`src/rtl/clk_wiz_pkg.sv`:
```
`timescale 1ns / 1ps
// clk_wiz_pkg: shared limits, defaults and sizing helper for the clock wizard.
package clk_wiz_pkg;

  localparam int DIVIDE_MAX          = 256;
  localparam int LOCK_CYCLES_MAX     = 1 << 20;
  localparam int LOCK_CYCLES_DEFAULT = 1024;

  // Ceiling log2 with a floor of one bit, used to size the divider and lock counters.
  function automatic int clog2(input int value);
    int result;
    result = 1;
    while ((1 << result) < value) begin
      result = result + 1;
    end
    return result;
  endfunction

endpackage

```
`src/rtl/rst_sync_n.sv`:
```
`timescale 1ns / 1ps
// rst_sync_n: asynchronous-assert, synchronous-deassert two-flop reset synchronizer.
module rst_sync_n (
  input  logic clk,
  input  logic arst_n,
  output logic srst_n
);

  logic meta_q;
  logic sync_q;

  // Reset drops both flops at once; release ripples through on two rising edges.
  always_ff @(posedge clk or negedge arst_n) begin
    if (!arst_n) begin
      meta_q <= 1'b0;
      sync_q <= 1'b0;
    end else begin
      meta_q <= 1'b1;
      sync_q <= meta_q;
    end
  end

  assign srst_n = sync_q;

endmodule

```
`src/rtl/clk_div_wizard.sv`:
```
`timescale 1ns / 1ps
// clk_div_wizard: integer clock divider with a lock indication.
// Optional macro CLK_WIZ_SAFE_STARTUP_EN: keep the divider idle and clk_out1 low
// until locked rises; without it the divider runs as soon as internal reset lifts.
module clk_div_wizard
  import clk_wiz_pkg::*;
#(
  parameter int DIVIDE           = 1,
  parameter int LOCK_CYCLES      = LOCK_CYCLES_DEFAULT,
  parameter int CLK_IN_PERIOD_PS = 10000
) (
  input  logic clk_in1,
  input  logic resetn,
  output logic clk_out1,
  output logic locked
);

  localparam int            LW          = clog2(LOCK_CYCLES + 1);
  localparam logic [LW-1:0] LOCK_TARGET = LW'(LOCK_CYCLES);
  localparam logic [LW-1:0] LOCK_LAST   = LW'(LOCK_CYCLES - 1);

  if (DIVIDE < 1 || DIVIDE > DIVIDE_MAX) begin : g_bad_divide
    $error("clk_div_wizard: DIVIDE must be within 1..%0d", DIVIDE_MAX);
  end
  if (LOCK_CYCLES < 1 || LOCK_CYCLES > LOCK_CYCLES_MAX) begin : g_bad_lock
    $error("clk_div_wizard: LOCK_CYCLES must be within 1..%0d", LOCK_CYCLES_MAX);
  end
  if (CLK_IN_PERIOD_PS <= 0) begin : g_bad_period
    $error("clk_div_wizard: CLK_IN_PERIOD_PS must be positive");
  end

  logic          rstn_sync;
  logic [LW-1:0] lock_cnt;
  logic          lock_hit;
  logic          div_en;

  rst_sync_n u_rst_sync (
    .clk    (clk_in1),
    .arst_n (resetn),
    .srst_n (rstn_sync)
  );

  // lock_hit is the value locked takes on this edge, so gating can open in step with it.
  assign lock_hit = locked | (lock_cnt == LOCK_LAST);

`ifdef CLK_WIZ_SAFE_STARTUP_EN
  assign div_en = lock_hit;
`else
  assign div_en = 1'b1;
`endif

  // Lock counter saturates at LOCK_CYCLES; locked then holds until reset.
  always_ff @(posedge clk_in1 or negedge rstn_sync) begin
    if (!rstn_sync) begin
      lock_cnt <= '0;
      locked   <= 1'b0;
    end else begin
      if (lock_cnt != LOCK_TARGET) begin
        lock_cnt <= lock_cnt + 1'b1;
      end
      locked <= lock_hit;
    end
  end

  if (DIVIDE == 1) begin : g_bypass
    logic gate_q;

    // Gate moves only while clk_in1 is low, so the output never starts or ends mid-pulse.
    always_ff @(negedge clk_in1 or negedge rstn_sync) begin
      if (!rstn_sync) begin
        gate_q <= 1'b0;
      end else begin
        gate_q <= div_en;
      end
    end

    assign clk_out1 = clk_in1 & gate_q;
  end else begin : g_divide
    localparam int            CW       = clog2(DIVIDE);
    localparam int            HIGH     = (DIVIDE + 1) / 2;
    localparam logic [CW-1:0] CNT_LAST = CW'(DIVIDE - 1);
    localparam logic [CW-1:0] CNT_HIGH = CW'(HIGH);

    logic [CW-1:0] cnt;
    logic          out_q;

    // Phase counter wraps every DIVIDE edges; output is high for the first HIGH counts.
    always_ff @(posedge clk_in1 or negedge rstn_sync) begin
      if (!rstn_sync) begin
        cnt   <= '0;
        out_q <= 1'b0;
      end else if (!div_en) begin
        cnt   <= '0;
        out_q <= 1'b0;
      end else begin
        out_q <= (cnt < CNT_HIGH);
        cnt   <= (cnt == CNT_LAST) ? '0 : cnt + 1'b1;
      end
    end

    assign clk_out1 = out_q;
  end

endmodule

```
`config.mk`:
```
export PLATFORM = sky130hd
export DESIGN_NAME = clk_div_wizard
export DESIGN_NICKNAME = d
export VERILOG_FILES = /design/src/rtl/clk_wiz_pkg.sv /design/src/rtl/rst_sync_n.sv /design/src/rtl/clk_div_wizard.sv
export SDC_FILE = /design/constraint.sdc
export NUM_CORES = 1
export LEC_CHECK = 0
export BUFFER_PORTS_ARGS = -buffer_cell sky130_fd_sc_hd__buf_4
export CAP_MARGIN = 20
export CORE_MARGIN = 8
export CORE_UTILIZATION = 47
export DETAILED_ROUTE_END_ITERATION = 7
export GPL_TIMING_DRIVEN = 0
export HOLD_SLACK_MARGIN = 0.15
export SYNTH_ARGS = -nofsm -noshare
export SYNTH_HDL_FRONTEND = slang
export SYNTH_SLANG_ARGS = --single-unit
```
`constraint.sdc`:
```
create_clock -name clk_in1 -period 1.55 [get_ports clk_in1]
set_input_delay 0.2325 -clock clk_in1 [delete_from_list [all_inputs] [get_ports clk_in1]]
set_output_delay 0.2325 -clock clk_in1 [all_outputs]
set_load 0.005 [all_outputs]
```
==> qor.csv <==
metric;value;unit
Max-Cap Viols;0;
vias per cell;5.276;
Worst R2R Path Depth;3;
vias in the first global route;424;
CTS clk-pin slew, worst paths;0.08;ns
slowest CP cell;dfrtn_1;
# Post-CTS Setup Buffers;0;
max_slew headroom;66.56;%
PwrDens;1010;nW/um^2
GR Overflow Total;0;
Unique masters post-synth;19;
Worst Setup Path Type;register to output port;
Syn Area/Cell;13.40;um^2
IO Pins;4;
post-route ant nets;0;
final setup TNS;-0.4554;ns
RR Endpoint;lock_cnt[1];
Top Family by Delay on Critical Path;flip-flops;
crit path max fanout;1;
Final Max Slew Viols;0;
first-pass GRT wire length;1.704;mm
worst-skew pair later-pin latency;0.40;ns
DRC Markers;0;
Final Hold Viols;0;
mapped cell area;643.1;um^2
core box area;1285;um^2
sequential area share after synthesis;58.37;%
GRT Total Usage;9.505;%
Post-Syn Instances;48;
Clock Skews;0.01381;ns
die height;52.99;um
Cell Rows;13;
placed cell area;688.2;um^2
initial antenna violation count;0;
Hold WS;0.1972;ns
Worst VDD drop;0.6470;mV
Hold Path Class;register to async pin;
Final WS setup;-0.4554;ns
Placed Instances;67;
gpl congestion;0.8215;
initial drt markers;2;
worst endpoint data arrival time;1.77;ns
CP Data Required Time;1.32;ns
final core utilization;58.91;%
largest net degree at the start of global routing;14;
Starting Density;50.05;%
share of cells above drive strength 1;22.95;%
Antenna Diode Count;0;
Reg2Reg Setup Slack;0.15;ns
RSZ-0062 raised after global routing;yes;
failing checks;negative setup slack;
Yosys warnings;0;
DR WL/cell;13.12;um
CP peak stage delay;0.38;ns
port bufs;3;
launching point of the worst reg2reg path;lock_cnt[7];
TritonCTS clock tree;yes;
area delta synth->final;17.70;%
die area;2808;um^2
Lkg Pwr;0.3750;nW
CP startpoint;g_bypass.gate_q;
CP bufs+invs;1;
1st-pass router iterations;3;
post-route insts no fill;76;
crit path cell chain;and2_1, buf_4;
element type at the critical path end;output port;
via count;401;
Final Setup Violations;2;
Final Instance Area;757.0;um^2
Final nets;66;
status;finished with violations;
WL final;997;um
Slew @ Worst Pin;0.5017;ns
post-detail-place hpwl;708.8;um
#FFs+latches synth;15;
chip width;52.99;um
CP startpoint kind;register;
[worst max path at each step]
stage / to / cells after the start
2_1_floorplan: clk_out1 / 1
3_3_place_gp: clk_out1 / 2
3_5_place_dp: clk_out1 / 2
4_1_cts: clk_out1 / 2
5_1_grt: clk_out1 / 2
6_report: clk_out1 / 2
[power breakdown]
group,internal [mW],switching (mW)
sequential,0.395,0.00682
clock,0.208,0.148
combinational,0.00489,0.00216
[metal layers]
metal / routed length (um) / global-route usage [%]
met2: 521 / 12.89
met3: 47 / 6.162
met5: 0 / 0
met1: 413 / 8.224
met4: 15 / 12.50
[cell families (layout without fill, tap and decap cells)]
group | Yosys count | after routing | synth area share, %
buffers and inverters | 2 | 14 | 1.168
AND/OR/NAND/NOR | 16 | 16 | 18.87
flip-flops | 15 | 15 | 58.37
other | 1 | 2 | 0.5831
adder cells (fa/ha/maj) | 2 | 2 | 3.890
multiplexers | 1 | 1 | 2.334
AO/OA/AOI/OAI | 1 | 1 | 1.168
XOR/XNOR | 10 | 10 | 13.62
[state kept, by name (all words and copies together), names as in the netlist]
register,cells
lock_cnt,11
u_rst_sync.srst_n,1
u_rst_sync.meta_q,1
g_bypass.gate_q,1
locked,1
[final cells by class]
cell class	instances	area (um^2)
repair buffers	4	35.03
multi-input cells	32	264.0
inverters	2	7.507
fillers	109	528.0
clock buffers	8	56.30
flip-flops and latches	15	375.4
well taps	15	18.77
[metrics by stage]
stage | total power [mW] | setup WS, ns
after floorplan | 0.4213 | 0.06792
after global placement | 0.4443 | -0.01835
after detailed placement | 0.4453 | -0.02044
after CTS | 0.7914 | -0.4884
after global routing | 0.8169 | -0.5105
final | 0.7649 | -0.4554
[placed cells by master, fill, tap and decap left out]
cell type	synthesis	routed
nand4b_2	1	1
dlygate4sd3_1	0	2
conb_1	1	2
nand3_1	3	3
xnor2_1	9	9
inv_1	2	2
dfrtn_1	1	1
clkbuf_4	0	6
nor4_2	1	1
and3_1	1	1
nand2_1	1	1
nor4b_2	1	1
clkbuf_1	0	1
ha_1	2	2
o21bai_1	1	1
dfrtp_1	14	14
and2_1	2	2
xor2_1	1	1
buf_4	0	3
mux2_4	1	1
nand4_1	4	4
and3_2	1	1
and4_1	1	1
[synth_stat cells]
library cell | n | share of area, %
xnor2_1 | 9 | 12
nand4b_2 | 1 | 2.3
and2_1 | 2 | 1.9
dfrtn_1 | 1 | 3.9
o21bai_1 | 1 | 1.2
and3_1 | 1 | 0.97
inv_1 | 2 | 1.2
xor2_1 | 1 | 1.4
nand4_1 | 4 | 3.9
nand2_1 | 1 | 0.58
nor4_2 | 1 | 1.9
and4_1 | 1 | 1.4
nor4b_2 | 1 | 2.3
conb_1 | 1 | 0.58
mux2_4 | 1 | 2.3
nand3_1 | 3 | 2.3
and3_2 | 1 | 1.2
ha_1 | 2 | 3.9
dfrtp_1 | 14 | 54
[worst register-to-register path, cell delays in order, from the launching register on]
cell and delay (ns):
dfrtp_1 0.43, nor4b_2 0.34, nand4b_2 0.19, mux2_4 0.33
[repair_timing]
item                       4_1_cts  5_1_grt
gates resized for setup          0        0
hold endpoints to repair         2        0
setup endpoints to repair        2        2
hold buffers                     2        0
Note: power is estimated with default switching activity, not from simulation.
